File: src/rtl/dft_mag2.sv
// dft_mag2: squared magnitude re^2+im^2 using two serial shift-add squarings, then waits for the dft_sqrt done edge.
// Optional one-entry input holding buffer: define DFT_MAG2_BUF_EN.
module dft_mag2 #(
  parameter int DATA_W = 16
) (
  input  logic                  clk,
  input  logic                  rst,
  input  logic [DATA_W-1:0]     re_in,
  input  logic [DATA_W-1:0]     im_in,
  input  logic                  in_valid,
  output logic                  in_ready,
  output logic [2*DATA_W-1:0]   sq_data,
  output logic                  sq_valid,
  input  logic                  sq_done,
  output logic                  busy
);

  localparam int CNT_W = $clog2(DATA_W) + 1;
  localparam int P_W   = 2 * DATA_W;

  typedef enum logic [2:0] {IDLE, ABS, MUL_RE, MUL_IM, SEND, WAIT} state_t;

  state_t            state;
  logic [DATA_W-1:0] re_r, im_r, abs_im, mplier;
  logic [P_W-1:0]    mcand, acc, addend;
  logic [CNT_W-1:0]  cnt;
  logic              done_q, done_rise, last_bit, load;
  logic [DATA_W-1:0] load_re, load_im;

  // Two's complement magnitude; the most negative value maps to 2^(DATA_W-1) as unsigned.
  function automatic logic [DATA_W-1:0] abs_val(input logic [DATA_W-1:0] x);
    return x[DATA_W-1] ? ((~x) + DATA_W'(1)) : x;
  endfunction

`ifdef DFT_MAG2_BUF_EN
  logic              buf_vld;
  logic [DATA_W-1:0] buf_re, buf_im;
  logic              take;

  assign in_ready = !rst && !buf_vld;
  assign take     = in_valid && in_ready;
  // An idle core drains the buffer first; a fresh pair bypasses only when the buffer is empty.
  assign load     = (state == IDLE) && (buf_vld || take);
  assign load_re  = buf_vld ? buf_re : re_in;
  assign load_im  = buf_vld ? buf_im : im_in;

  always_ff @(posedge clk) begin
    if (rst) begin
      buf_vld <= 1'b0;
      buf_re  <= '0;
      buf_im  <= '0;
    end else if (take && (state != IDLE)) begin
      buf_vld <= 1'b1;
      buf_re  <= re_in;
      buf_im  <= im_in;
    end else if (state == IDLE) begin
      buf_vld <= 1'b0;
    end
  end
`else
  assign in_ready = !rst && (state == IDLE);
  assign load     = in_valid && in_ready;
  assign load_re  = re_in;
  assign load_im  = im_in;
`endif

  assign done_rise = sq_done && !done_q;
  assign last_bit  = (cnt == CNT_W'(DATA_W - 1));
  assign addend    = mplier[0] ? mcand : '0;
  assign busy      = (state != IDLE);

  always_ff @(posedge clk) begin
    if (rst) begin
      state    <= IDLE;
      sq_valid <= 1'b0;
      sq_data  <= '0;
      acc      <= '0;
      done_q   <= 1'b0;
      re_r     <= '0;
      im_r     <= '0;
      abs_im   <= '0;
      mplier   <= '0;
      mcand    <= '0;
      cnt      <= '0;
    end else begin
      done_q   <= sq_done;
      sq_valid <= 1'b0;
      case (state)
        IDLE: begin
          if (load) begin
            re_r  <= load_re;
            im_r  <= load_im;
            state <= ABS;
          end
        end
        ABS: begin
          mcand  <= P_W'(abs_val(re_r));
          mplier <= abs_val(re_r);
          abs_im <= abs_val(im_r);
          acc    <= '0;
          cnt    <= '0;
          state  <= MUL_RE;
        end
        MUL_RE, MUL_IM: begin
          // One multiplier bit per cycle; im^2 accumulates on top of re^2.
          acc    <= acc + addend;
          cnt    <= cnt + CNT_W'(1);
          mcand  <= mcand << 1;
          mplier <= mplier >> 1;
          if (last_bit) begin
            cnt <= '0;
            if (state == MUL_RE) begin
              mcand  <= P_W'(abs_im);
              mplier <= abs_im;
              state  <= MUL_IM;
            end else begin
              sq_data  <= acc + addend;
              sq_valid <= 1'b1;
              state    <= SEND;
            end
          end
        end
        SEND: state <= WAIT;
        WAIT: begin
          if (done_rise) state <= IDLE;
        end
        default: state <= IDLE;
      endcase
    end
  end

endmodule
File: config.mk
export PLATFORM = sky130hd
export DESIGN_NAME = dft_mag2
export DESIGN_NICKNAME = d
export VERILOG_FILES = /design/src/rtl/dft_mag2.sv
export SDC_FILE = /design/constraint.sdc
export NUM_CORES = 1
export LEC_CHECK = 0
export CORE_ASPECT_RATIO = 1.1
export CORE_MARGIN = 5
export CORE_UTILIZATION = 35
export CTS_BUF_LIST = sky130_fd_sc_hd__clkbuf_2 sky130_fd_sc_hd__clkbuf_4 sky130_fd_sc_hd__clkbuf_8
export CTS_CLUSTER_DIAMETER = 50
export DETAILED_ROUTE_END_ITERATION = 16
export DONT_BUFFER_PORTS = 1
export MAX_ROUTING_LAYER = met4
export PLACE_DENSITY = 0.5
export SLEW_MARGIN = 20
export SYNTH_ARGS = -nofsm -noshare
export SYNTH_HDL_FRONTEND = slang
export SYNTH_SLANG_ARGS = --single-unit
File: constraint.sdc
create_clock -name clk -period 6.3 [get_ports clk]
set_clock_uncertainty 0.1 [all_clocks]
set_input_delay 1.89 -clock clk [delete_from_list [all_inputs] [get_ports clk]]
set_output_delay 1.89 -clock clk [all_outputs]
set_load 0.05 [all_outputs]
# Yosys cells after proc, flatten, opt, wreduce, memory -nomap -nowiden
# Cells that the tools add are included.
[word_totals]
elab_cells = 60
in_bits = 36
ff_bits = 170
[op_classes]
add_sub_neg = 4
bitwise = 5
muxes = 18
n_eq_ne = 9
reduce_logical = 13
[ops]
columns = ["cell", "count"]
rows = [
  ["case mux 32 bit (2 select lines)", 2],
  ["two-way mux 32 bit", 3],
  ["two-way mux 16 bit", 4],
  ["adder 16 x 1 -> 16 bit, second input constant", 2],
  ["adder 32 bit", 1],
  ["NOT 16 bit", 2],
  ["case mux 16 bit (2 select lines)", 1],
  ["case mux 3 bit (5 select lines)", 1],
  ["two-way mux 3 bit", 4],
  ["case mux 5 bit (2 select lines)", 1],
  ["== test 3 x 2 -> 1 bit, second input constant", 2],
  ["== test 3 bit, second input constant", 2],
  ["!= test 2 bit, second input constant", 3],
  ["AND reduction 3 bit", 2],
  ["adder 5 x 1 -> 5 bit, second input constant", 1],
  ["== test 5 x 4 -> 1 bit, second input constant", 1],
  ["two-way mux 5 bit", 1],
  ["== test 3 x 1 -> 1 bit, second input constant", 1],
  ["logical AND 1 bit", 3],
  ["logical NOT 3 bit", 1],
  ["NOT 1 bit", 3],
  ["nonzero test 3 bit", 1],
  ["OR reduction 3 bit", 1],
  ["logical NOT 1 bit", 2],
  ["4 further kinds", 4],
]

# Logic depth before layout (Yosys ltp)
[depth]
ltp_word = 5
depth_mapped = 12
mapped_depth_nobuf = 11

# Least setup slack after synthesis
# Ideal clock, no wire load.
[synth_timing]
path_kind = "in2out"
from = "input rst"
to = "output in_ready"
required_time_ns = 4.310
cell_stages = 2
t_arrival_ns = 2.770
slack_ns = 1.540
path_cell_list = "clkbuf_1 > nor2_1"
[synth_between]
elab_chain_len = 2
[synth_rtl]
columns = ["item", "line", "source"]
rows = [
  ["from (decl)", "7", "input logic rst,"],
  ["logical NOT 1 bit", "61", "assign in_ready = !rst && (state == IDLE);"],
  ["logical AND 1 bit", "61", ""],
  ["to (decl)", "11", "output logic in_ready,"],
]
# No other way between the ends.

# Final worst setup path
# Same ends and word-level chain as after synthesis.

==> metrics.md <==
| Metric | Value |
|---|---|
| CTS Sinks | `170` |
| Critical-path top delay cell | `nor2_1` |
| Combinational fraction of design power | `10.2%` |
| Fin crit period | `4.79 ns` |
| Switching part of the total | `28.3%` |
| Worst reg2reg setup slack | `2.39 ns` |
| Syn Area/Cell | `7.85 sq um` |
| Stages on worst setup path | `1` |
| Hold Startpoint | `acc[30]` |
| Post-Route WL | `24,400 microns` |
| Largest net degree at the start of global routing | `around 130` |
| Via Count | `roughly 7.7k` |
| CTS clock-pin slew for the worst setup and hold paths | `0.09 ns` |
| Max-capacitance violation count | `0` |
| Port bufs | `0` |
| Critical Path RT | `approximately 4.3 ns` |
| Vias in the first global route | `7,418` |
| Final Instance Area | `between 9000 and 10,000 sq um` |
| Synth Instances | `roughly 1.1k` |
| Initial antenna violation count | `0` |
| CP peak stage delay | `0.80 ns` |
| CP endpoint kind | `primary output` |
| Unique cell type count in the Yosys netlist | `62` |
| CP bufs+invs | `0` |
| DPL Wire Length | `17,300 microns` |
| Mapped Nets | `approximately 1.2k` |
| Fin Setup TNS | `0 ns` |
| Peak supply drop | `a little over 0.1 mV` |
| Post-DRT Antenna Nets | `0` |
| Status | `finished clean` |
| Worst-skew pair later-pin latency | `about 0.47 ns` |
| Synth warn | `0` |
| Ports | `71` |
| Area growth from synthesis to layout | `6.61%` |
| Syn Std Cell Area | `8910 sq um` |
| Data arrival, critical path | `2.80 ns` |
| Die area | `28,800 sq um` |
| Synth Flop Type | `dfxtp_1` |
| Commonest cells in the synthesized netlist | `nand2_1 (217), dfxtp_1 (170), nor2_1 (111), a21oi_1 (79), clkbuf_1 (74)` |
| Antenna cells | `0` |
| Clock root cell | `clkbuf_8` |
| WHS Path Cells | `2` |
| Leak | `between 3 and 4 nW` |
| TritonCTS buffer count | `17` |
| Endpoints failing hold | `0` |
| Sequential Power Share | `52.9%` |
| Sw power | `0.630 mW` |
| GRT Util Overall | `17.8%` |
| Critical path class | `in2out` |
| Reg2Reg Depth | `11` |
| DP Area | `between 9000 and 10,000 sq um` |
| Clk pwr share | `36.8%` |
| Post-synth EDFFs | `0` |
| End of the worst hold path | `acc[30]` |
| Slew @ Worst Pin | `around 1.0 ns` |
| R2R Path End | `acc[26]` |
| Die Span Y | `roughly 180 microns` |
| Post-CTS Setup Bufs | `0` |
| DRC violations left | `0` |
| Starting density of the core | `35.4%` |
| Detailed Route Iter0 Violations | `441` |
| Overflow after GRT | `0` |
| Fill cell count | `2,668` |
| Critical-path maximum fanout | `126` |
| Yosys top cell area share | `38.2%` |
| Seq. cell area | `around 3400 sq um` |
| R2R Path Start | `mplier[0]` |
| Multi-input gate area | `5150 sq um` |
| Total power per unit cell area | `234 nW/um^2` |
| Synth area leaders | `dfxtp_1 (38%), nand2_1 (9.1%), ha_1 (4.8%)` |
| First-pass GRT wire length | `40,300 microns` |
| Sequential fraction of the synthesis area | `around two fifths` |
| Period utilization | `76.1%` |
| Hold Crit Class | `reg2reg` |
| CTS max path bufs | `2` |
| P_int | `between 1.5 and 2 mW` |
| H-tree Lvls | `4` |
| Nets | `1,155` |
| Cts repair resizes | `0` |
| Num rows | `61` |
| Top-count cell post-synth | `nand2_1` |
| Non-Filler Instances | `approximately 1.4k` |
| Final setup vio count | `0` |
| RSZ-0062 raised after global routing | `no` |
| CTS tree | `yes` |
| Hold_ws | `approximately 0.36 ns` |
| Width of the die | `162 microns` |
| DR vias/cell | `5.45` |
| Fmax achieved | `209 MHz` |
| Ys async rst share | `0%` |
| Slew margin rel. | `between 30% and 40%` |
| Cts hold-fix bufs | `0` |
| Final worst-path setup slack | `1.51 ns` |
| Worst path top cell family by delay | `simple AND/OR/NAND/NOR gates` |
| TritonRoute pass-1 iters | `5` |
| Area of the core | `25,200 sq um` |
| Flops & latches, synth | `170` |
| CP startpoint kind | `primary input` |
| Yosys top cell by area | `dfxtp_1` |
| DP Worst Slack | `between 1.5 and 2 ns` |
| Final Wtd Congestion | `0.807` |
| Placed cell count | `1,380` |
| Cells along the critical path | `nor2_1` |
| Per-cell routed wire length | `~17 microns` |
| Layout cells sized above 1 | `6.57%` |
| Slew Viols, Final | `0` |
[stage by stage]
step	total power, mW	utilization, %
global route	2.34	37.7
floorplan	1.38	-
global placement	1.43	36.1
finish	2.23	37.7
CTS	2.26	37.7
detailed placement	1.44	36.1
[metal layers]
metal  part of all wire [%]  routed length (microns)  global-route usage (%)
met1                     47                    11500                    22.5
met2                     49                    12000                    30.0
met3                    3.1                      754                    2.49
met4                    1.0                      244                    4.65
met5                      0                        0                       -
[cell usage in the layout (no fill, tap or decap), drive strengths merged, types with 30 or more instances in the layout]
cell    Yosys  routed
nand2     217     217
xnor2      30      30
ha         34      34
a22oi      31      31
nor2      111     111
a21oi      79      79
and2       36      36
nand3      39      39
a211oi     35      35
dfxtp     170     170
o21ai      45      45
[flip-flops by register name (all words and copies together) (netlist names), 3 cells and up]
register,flops
re_r,16
abs_im,16
state,3
mcand,32
sq_data,32
mplier,16
im_r,16
acc,32
cnt,5
[logic make-up after synthesis]
| logic type | after synthesis | share of synthesized area [%] |
|---|---|---|
| and+or+nand+nor | 482 | 24.4 |
| AOI/OAI and AO/OA | 290 | 22.0 |
| DFF | 170 | 38.2 |
| buffers and inverters | 96 | 4.24 |
| xor gates and xnor gates | 56 | 5.50 |
| adders and majority gates | 35 | 5.00 |
| muxes | 6 | 0.674 |
[power groups by stage]
stage / registers [mW] / logic, mW / clock network [mW]
2_1_floorplan: 1.18 / 0.203 / 0
3_3_place_gp: 1.20 / 0.229 / 0
3_5_place_dp: 1.20 / 0.231 / 0
4_1_cts: 1.18 / 0.231 / 0.849
5_1_grt: 1.19 / 0.261 / 0.889
6_report: 1.18 / 0.228 / 0.820
[worst max path at each step]
stage	start	slack, ns	to
2_1_floorplan	rst	1.54	in_ready
3_3_place_gp	rst	1.67	in_ready
3_5_place_dp	rst	1.66	in_ready
4_1_cts	rst	1.66	in_ready
5_1_grt	state[1]	1.58	in_ready
6_report	rst	1.51	in_ready
[layout make-up]
cell class / instances / area share, %
Clock buffer: 20 / 2.90
Clock inverter: 11 / 1.42
Inverter: 15 / 0.593
Multi-Input combinational cell: 869 / 54.3
Sequential cell: 170 / 35.8
Tap cell: 315 / 4.15
Timing Repair Buffer: 11 / 0.869
Note: power is estimated with default switching activity, not from simulation.
